File: src/rtl/mem_req_arbiter.sv
// Two-master (fetch/data) arbiter onto one SRAM-like port, with an owner FIFO that routes in-order responses.
// Build option MEM_ARB_RR_EN: round-robin unlocked grant instead of fixed data-first priority.
module mem_req_arbiter #(
  parameter int DEPTH = 4
) (
  input  logic        clk,
  input  logic        reset,
  input  logic        inst_req,
  input  logic        inst_wr,
  input  logic [1:0]  inst_size,
  input  logic [31:0] inst_addr,
  input  logic [3:0]  inst_wstrb,
  input  logic [31:0] inst_wdata,
  output logic        inst_addr_ok,
  output logic        inst_data_ok,
  output logic [31:0] inst_rdata,
  input  logic        data_req,
  input  logic        data_wr,
  input  logic [1:0]  data_size,
  input  logic [31:0] data_addr,
  input  logic [3:0]  data_wstrb,
  input  logic [31:0] data_wdata,
  output logic        data_addr_ok,
  output logic        data_data_ok,
  output logic [31:0] data_rdata,
  output logic        mem_req,
  output logic        mem_wr,
  output logic [1:0]  mem_size,
  output logic [31:0] mem_addr,
  output logic [3:0]  mem_wstrb,
  output logic [31:0] mem_wdata,
  input  logic        mem_addr_ok,
  input  logic        mem_data_ok,
  input  logic [31:0] mem_rdata,
  output logic        arb_full
);

  localparam int PTR_W = (DEPTH > 1) ? $clog2(DEPTH) : 1;
  localparam int CNT_W = PTR_W + 1;
  localparam logic OWN_INST = 1'b0;
  localparam logic OWN_DATA = 1'b1;

  typedef enum logic [1:0] {
    LOCK_NONE = 2'b00,
    LOCK_INST = 2'b01,
    LOCK_DATA = 2'b10
  } lock_e;

  lock_e             lock_state_r;
  lock_e             lock_state_s;
  logic [DEPTH-1:0]  owner_mem_r;
  logic [PTR_W-1:0]  head_r;
  logic [PTR_W-1:0]  tail_r;
  logic [CNT_W-1:0]  count_r;
  logic              quiet_r;
  logic              blocked_s;
  logic              full_s;
  logic              gnt_valid_s;
  logic              gnt_owner_s;
  logic              gnt_req_s;
  logic              accept_s;
  logic              pop_s;

  // Outputs stay silent while reset is high and for one cycle after it drops.
  assign blocked_s = reset | quiet_r;
  assign full_s    = (count_r == CNT_W'(DEPTH));

`ifdef MEM_ARB_RR_EN
  logic last_winner_r;

  // Remembers who won the last accepted request; reset makes data the preferred side.
  always_ff @(posedge clk) begin
    if (reset) begin
      last_winner_r <= OWN_INST;
    end else if (accept_s) begin
      last_winner_r <= gnt_owner_s;
    end else begin
      last_winner_r <= last_winner_r;
    end
  end
`endif

  // Grant selection: a stalled request keeps its owner, otherwise arbitrate when there is FIFO room.
  always_comb begin
    gnt_valid_s = 1'b0;
    gnt_owner_s = OWN_INST;
    case (lock_state_r)
      LOCK_INST: begin
        gnt_valid_s = 1'b1;
        gnt_owner_s = OWN_INST;
      end
      LOCK_DATA: begin
        gnt_valid_s = 1'b1;
        gnt_owner_s = OWN_DATA;
      end
      default: begin
        if (!full_s) begin
`ifdef MEM_ARB_RR_EN
          if (data_req && inst_req) begin
            gnt_valid_s = 1'b1;
            gnt_owner_s = ~last_winner_r;
          end else if (data_req) begin
            gnt_valid_s = 1'b1;
            gnt_owner_s = OWN_DATA;
          end else if (inst_req) begin
            gnt_valid_s = 1'b1;
            gnt_owner_s = OWN_INST;
          end else begin
            gnt_valid_s = 1'b0;
          end
`else
          if (data_req) begin
            gnt_valid_s = 1'b1;
            gnt_owner_s = OWN_DATA;
          end else if (inst_req) begin
            gnt_valid_s = 1'b1;
            gnt_owner_s = OWN_INST;
          end else begin
            gnt_valid_s = 1'b0;
          end
`endif
        end else begin
          gnt_valid_s = 1'b0;
        end
      end
    endcase
  end

  assign gnt_req_s = gnt_owner_s ? data_req : inst_req;
  assign mem_req   = gnt_valid_s & gnt_req_s & ~full_s & ~blocked_s;
  assign accept_s  = mem_req & mem_addr_ok;
  assign pop_s     = mem_data_ok & (count_r != CNT_W'(0)) & ~blocked_s;

  // Downstream request fields follow the grantee; zero when nobody holds the grant.
  always_comb begin
    mem_wr    = 1'b0;
    mem_size  = 2'b00;
    mem_addr  = 32'h0000_0000;
    mem_wstrb = 4'b0000;
    mem_wdata = 32'h0000_0000;
    if (gnt_valid_s && !blocked_s) begin
      if (gnt_owner_s == OWN_DATA) begin
        mem_wr    = data_wr;
        mem_size  = data_size;
        mem_addr  = data_addr;
        mem_wstrb = data_wstrb;
        mem_wdata = data_wdata;
      end else begin
        mem_wr    = inst_wr;
        mem_size  = inst_size;
        mem_addr  = inst_addr;
        mem_wstrb = inst_wstrb;
        mem_wdata = inst_wdata;
      end
    end else begin
      mem_wr = 1'b0;
    end
  end

  assign inst_addr_ok = accept_s & (gnt_owner_s == OWN_INST);
  assign data_addr_ok = accept_s & (gnt_owner_s == OWN_DATA);
  assign inst_data_ok = pop_s & (owner_mem_r[head_r] == OWN_INST);
  assign data_data_ok = pop_s & (owner_mem_r[head_r] == OWN_DATA);
  assign inst_rdata   = mem_rdata;
  assign data_rdata   = mem_rdata;
  assign arb_full     = full_s & ~blocked_s;

  // Lock next state: a presented-but-refused request pins the grant; a dropped req cancels it.
  always_comb begin
    lock_state_s = LOCK_NONE;
    if (mem_req && !mem_addr_ok) begin
      lock_state_s = (gnt_owner_s == OWN_DATA) ? LOCK_DATA : LOCK_INST;
    end else begin
      lock_state_s = LOCK_NONE;
    end
  end

  // Lock state register and post-reset quiet flag.
  always_ff @(posedge clk) begin
    if (reset) begin
      lock_state_r <= LOCK_NONE;
      quiet_r      <= 1'b1;
    end else begin
      lock_state_r <= lock_state_s;
      quiet_r      <= 1'b0;
    end
  end

  // Owner FIFO: pointers wrap naturally since DEPTH is a power of two.
  always_ff @(posedge clk) begin
    if (reset) begin
      owner_mem_r <= '0;
      head_r      <= '0;
      tail_r      <= '0;
      count_r     <= '0;
    end else begin
      if (accept_s) begin
        owner_mem_r[tail_r] <= gnt_owner_s;
        tail_r              <= tail_r + PTR_W'(1);
      end else begin
        tail_r <= tail_r;
      end
      if (pop_s) begin
        head_r <= head_r + PTR_W'(1);
      end else begin
        head_r <= head_r;
      end
      case ({accept_s, pop_s})
        2'b10:   count_r <= count_r + CNT_W'(1);
        2'b01:   count_r <= count_r - CNT_W'(1);
        default: count_r <= count_r;
      endcase
    end
  end

endmodule

File: config.mk
export PLATFORM = sky130hd
export DESIGN_NAME = mem_req_arbiter
export DESIGN_NICKNAME = d
export VERILOG_FILES = /design/src/rtl/mem_req_arbiter.sv
export SDC_FILE = /design/constraint.sdc
export NUM_CORES = 1
export LEC_CHECK = 0
export CAP_MARGIN = 25
export CORE_AREA = 2 2 125 127
export DETAILED_ROUTE_END_ITERATION = 10
export DIE_AREA = 0 0 127 129
export SYNTH_ARGS = -nofsm -noshare
export SYNTH_HDL_FRONTEND = slang
export SYNTH_SLANG_ARGS = --single-unit
export TNS_END_PERCENT = 10
File: constraint.sdc
create_clock -name clk -period 3.9 [get_ports clk]
set_input_delay 0.78 -clock clk [delete_from_list [all_inputs] [get_ports clk]]
set_output_delay 0.78 -clock clk [all_outputs]
set_load 0.01 [all_outputs]
After elaboration in Yosys (flattened, before gate mapping) --
Index checks and enable logic that the tools add are counted. W data, S select, Z words.
Storage, ports and cells: output and inout bits 141, bits in registers 14, bits of input ports 180, logic and storage cells 70
Cells by class: add/sub/neg operators 4, reductions and logical operators 9, equal/unequal tests 5, bitwise gates (word level) 17, $lt $le $gt $ge 3, mux-type cells 26
Operators with widths (count):
- $mux W32 | 4
- $mux W1 | 12
- $and A1 B1 Y1 | 11
- $mux W4 | 2
- $lt A2 B3 Y1 const B | 2
- $mux W2 | 3
- $pmux W3 S2 | 1
- $not A1 Y1 | 5
- $add A2 B1 Y2 const B | 2
- $bwmux W4 | 1
- $eq A2 B1 Y1 const B | 2
- $eq A2 B2 Y1 const B | 2
- $reduce_or A2 Y1 | 2
- $add A3 B1 Y3 const B | 1
- $eq A3 B3 Y1 const B | 1
- $logic_and A1 B1 Y1 | 3
- $reduce_bool A3 Y1 | 1
- $sub A3 B1 Y3 const B | 1
- $bmux W1 S2 | 1
- $demux W1 S2 | 1
- $ge A2 B1 Y1 const B | 1
- $logic_not A1 Y1 | 2
- $pmux W1 S2 | 1
- $reduce_bool A2 Y1 | 1
- $or A1 B1 Y1 | 1

Depth between registers and ports, before layout --
Gate-level depths: netlist of the first run.
word-level depth 10, gate-level depth with buffers 13, depth with buffers taken out 12

Least setup slack after synthesis of the first run --
OpenSTA, ideal clock, no wires.
path type input port to flip-flop, start input data_req, end register count_r[2], required time 3830 ps, path buffers 1, arrival 2761 ps, cell stages on the path 11, path slack 1069 ps, library setup time 70 ps, cell sequence nor3b_1 > nor4_4 > and2_4 > buf_6 > inv_2 > ha_1 > inv_1 > fa_1 > xor2_1 > or3_1 > a21oi_1
On the way: cells in the longest elaborated chain, start to end 10, elaborated cells on any way between the ends 15, those cells by class eq/ne: 2; mux: 8; bitwise: 4; reduce/logical: 1
Ends and longest elaborated chain:
- from (decl) | line 17 | input logic data_req,
- $mux W1 | line 112 | if (data_req) begin
- $mux W1 | line 97 | if (!full_s) begin
- $pmux W1 S2 | line 87 | case (lock_state_r)
- $mux W1 | line 129 | assign gnt_req_s = gnt_owner_s ? data_req : inst_req;
- $and A1 B1 Y1 * (3 in series) | line 130 | assign mem_req = gnt_valid_s & gnt_req_s & ~full_s & ~blocked_s;
- $and A1 B1 Y1 * | line 131 | assign accept_s = mem_req & mem_addr_ok;
- $eq A2 B1 Y1 or $eq A2 B2 Y1 (tied branches) | line 208 | case ({accept_s, pop_s})
- $pmux W3 S2 or $reduce_bool A2 Y1 (tied branches)
- to (signal assigned) | line 209 | 2'b10: count_r <= count_r + CNT_W'(1);
- to (signal assigned) | line 210 | 2'b01: count_r <= count_r - CNT_W'(1);
- to (signal assigned) | line 211 | default: count_r <= count_r;
- to (decl) | line 54 | logic [CNT_W-1:0] count_r;
Mark *: on every way between the ends. The rest lies on a longest branch, timed or not. A chain may end at the register's enable or synchronous reset.

Final worst setup path of the first run --
start input data_req, end output mem_addr[11]
On the way: cells in the longest elaborated chain, start to end 5, elaborated cells on any way between the ends 9, those cells by class mux: 8; reduce/logical: 1
Ends and longest elaborated chain:
- $mux W1 | line 112
- $mux W1 | line 97
- $pmux W1 S2 or $mux W1 (tied branches) | line 87
- $mux W32 or $logic_and A1 B1 Y1 (tied branches) | line 142, 141
- $mux W32 * | line 141 | if (gnt_valid_s && !blocked_s) begin
- to (decl) | line 29 | output logic [31:0] mem_addr,
Marks and branches as above.

==> results of run 1 <==
==> power by group through the flow <==
stage	Clock, µW	Combinational, µW	Sequential [µW]
final	215	388	150
after global routing	226	425	151
after CTS	219	394	150
after detailed placement	0	392	153
after global placement	0	392	153
after floorplan	0	210	152
==> worst max-delay path, stage by stage <==
cell	delay, ps
sky130_fd_sc_hd__clkdlybuf4s50_1	520
sky130_fd_sc_hd__nand2_1	170
sky130_fd_sc_hd__o21ai_4	230
sky130_fd_sc_hd__buf_12	230
sky130_fd_sc_hd__nand2_1	80
sky130_fd_sc_hd__a21oi_1	220
sky130_fd_sc_hd__clkdlybuf4s50_1	580
==> kinds of logic (layout without fill, tap and decap cells) <==
| kind of cell | Yosys count | in the layout | synth area share [%] |
|---|---|---|---|
| AO/OA/AOI/OAI | 88 | 88 | 22.0 |
| XOR/XNOR | 4 | 4 | 1.49 |
| multiplexers | 1 | 1 | 0.956 |
| buffers and inverters | 97 | 247 | 28.2 |
| adder cells (fa/ha/maj) | 7 | 7 | 4.04 |
| flip-flops | 14 | 14 | 11.9 |
| AND/OR/NAND/NOR | 174 | 174 | 31.5 |
==> cell usage after synthesis, drive strengths merged, types with 2 or more instances <==
| cell type | instances | area (µm²) |
|---|---|---|
| a21oi | 73 | 365 |
| a311oi | 4 | 60.1 |
| a31oi | 4 | 25.0 |
| and2 | 3 | 22.5 |
| buf | 81 | 603 |
| clkbuf | 7 | 26.3 |
| dfxtp | 14 | 280 |
| ha | 6 | 75.1 |
| inv | 9 | 33.8 |
| nand2 | 145 | 544 |
| nand3 | 2 | 10.0 |
| nor2 | 9 | 33.8 |
| nor3 | 2 | 10.0 |
| nor3b | 3 | 33.8 |
| o21ai | 4 | 23.8 |
| or3 | 2 | 13.8 |
| xor2 | 3 | 26.3 |
==> path summary, 6_finish.rpt <==
path | from | to | slack [ps] | depth (start not counted)
min reg2reg | count_r[2] | count_r[2] | 510 | 2
min | count_r[2] | count_r[2] | 510 | 2
max reg2reg | lock_state_r[0] | count_r[2] | 1100 | 12
max | data_req | mem_addr[11] | 280 | 7
==> stage by stage <==
stage | instance area, µm² | setup slack, ps | power (µW) | instances
floorplan | 2350 | 1070 | 362 | 385
global placement | 4340 | 234 | 545 | 719
detailed placement | 4340 | 236 | 545 | 719
CTS | 4430 | 223 | 764 | 723
global route | 4430 | 127 | 802 | 723
finish | 4430 | 280 | 753 | 723
==> area by class of cell <==
class                      instances  area (µm²)
sequential                        14         280
multi-input combinational        274        1420
tap                              188         235
fill                            1603       10600
timing repair buffer             234        2370
inverter                           9        33.8
clock buffer                       4        88.8
==> cells in the final DEF (no fill, tap or decap), drive strengths merged, types with 2 or more instances in the layout <==
master         instances
and2                   3
clkdlybuf4s50        224
dfxtp                 14
or3                    2
o21ai                  4
inv                    9
clkbuf                 4
nand2                145
a21oi                 73
ha                     6
nor2                   9
nor3                   2
xor2                   3
nor3b                  3
a311oi                 4
a31oi                  4
buf                   10
nand3                  2
==> registers in the layout, summed over array words and instances (netlist names) <==
register / flops
count_r: 3
head_r: 2
lock_state_r: 2
owner_mem_r: 4
quiet_r: 1
tail_r: 2
==> routing by layer <==
metal  track usage (%)  up-vias  wire, µm
met3              3.08       42      1100
met4              5.17        0       387
met5                 0        -         0
li1                  -     1485         -
met1              11.7     1282      3470
met2              19.5      184      4570
==> flow_metrics.py, run 1 <==
metrics = {
    "logic_synthesis": {
        "netlist_instances": 385,
        "yosys_warnings": 0,
        "number_of_enable_flip_flop_cells_after_synthesis": 0,
        "async_reset_ff_share_pct": 0,
        "synth.ff_latch_count": 14,
        "seq_area_frac_synth_pct": 11.9,
        "ys.flop_type": "sky130_fd_sc_hd__dfxtp_1",
        "syn-cell-area_um2": 2350,
        "synth_area_per_cell_um2": 6.12,
        "syn_nets": 572,
        "synth.distinct_cells": 40,
    },
    "power_and_ir_drop": {
        "switching_share_pct": 28.7,
        "proportion_of_power_drawn_by_combinational_gates_pct": 51.5,
        "clock_power_share_pct": 28.6,
        "p_int_uw": 537,
        "leakagePower_uw": 0.00165,
        "power_per_cell_area_nw_per_um2": 170,
        "power_frac_seq_pct": 20.0,
        "worst_ir_drop_vdd_mv": 0.120,
        "power_switching_uw": 216,
    },
    "sta": {
        "fin_crit_sh_pct": 92.8,
        "final_max_slew_viol_count": 0,
        "relSlewSlack_pct": 64.9,
        "fin_crit_ps": 3620,
        "setup_repair_after_global_routing_missed_its_margin": "no",
        "slew_of_the_pin_with_the_lowest_slew_margin_ps": 527,
        "setup-tns-final_ps": 0,
        "fmaxAchievable_mhz": 276,
        "timing.hold.ws_ps": 515,
        "timing_hold_violations_final": 0,
        "final.setup_skew_ps": 3.03,
        "setup-violations-final": 0,
    },
    "clock_network": {
        "clock_insertion_delay_worst_skew_ps": 240,
        "cts-root-to-sink-buffers": 2,
        "clock_transition_at_the_registers_of_the_reported_paths_ps": 50,
        "cts_post_setup_buffers_inserted": 0,
        "tritoncts": "done",
        "cts.repair.resized": 0,
        "clock-sinks": 14,
        "cts_htree_levels": 1,
        "cts_hold_buffers": 0,
        "cts_made_buffers": 3,
        "cts_root_buf": "sky130_fd_sc_hd__clkbuf_16",
    },
    "run": {
        "cap_violations": 0,
    },
    "worst_setup_path": {
        "crit_required_ps": 3120,
        "endpoint_class_of_the_critical_path": "output port",
        "worst_ep_arrival_time_ps": 2840,
        "worstSetupPathType": "input pin to output port",
        "crit_fanout": 39,
        "worst_setup_start_kind": "input pin",
    },
    "drt": {
        "detailedRoute.firstPassIterationCount": 4,
        "finalWirelength_mm": 9.54,
        "detail-route-antenna-nets": 0,
        "via_count": 2993,
        "drt_drc_violations_left": 0,
        "detail_route.iter0.violations": 120,
        "detail_route.wl_per_cell_um": 13.2,
        "post_drt_via_cell_ratio": 4.14,
    },
    "place": {
        "hpwlAfterDp_mm": 7.54,
        "port-buffer-count": 224,
        "gpl.final_weighted_congestion": 0.770,
    },
    "die": {
        "dieWidth_um": 127,
        "die_area_um2": 16400,
        "placementRows": 45,
        "initial_utilization_pct": 15.7,
        "fp.coreArea_um2": 15000,
        "io_pins": 321,
        "floorplan.die.height_um": 129,
    },
    "status": {
        "outcome": "complete, no violations",
    },
    "layout": {
        "fin_util_pct": 29.6,
        "areaGrowthSynthToFinish_pct": 88.0,
        "antenna_cells_inserted": 0,
        "finalNetCount": 723,
        "post_route_cells_drive_above_1_share_pct": 5.61,
    },
    "global_route": {
        "grt_max_degree": 45,
        "grt_remaining_overflow": 0,
        "antenna_found_initial": 0,
        "first_global_vias": 2995,
        "grt_usage_pct": 10.8,
        "grt_first_pass_wirelength_mm": 14.5,
    },
    "hold_path": {
        "holdCritPathClass": "flip-flop to flip-flop",
    },
}
(Power assumes the default switching activity.)
==> run 2, diff against run 1 <==
Settings changed: RECOVER_POWER from default to 25.
==> results of run 2 <==
Same layout as run 1: the final DEF is identical, and so are final timing and power.
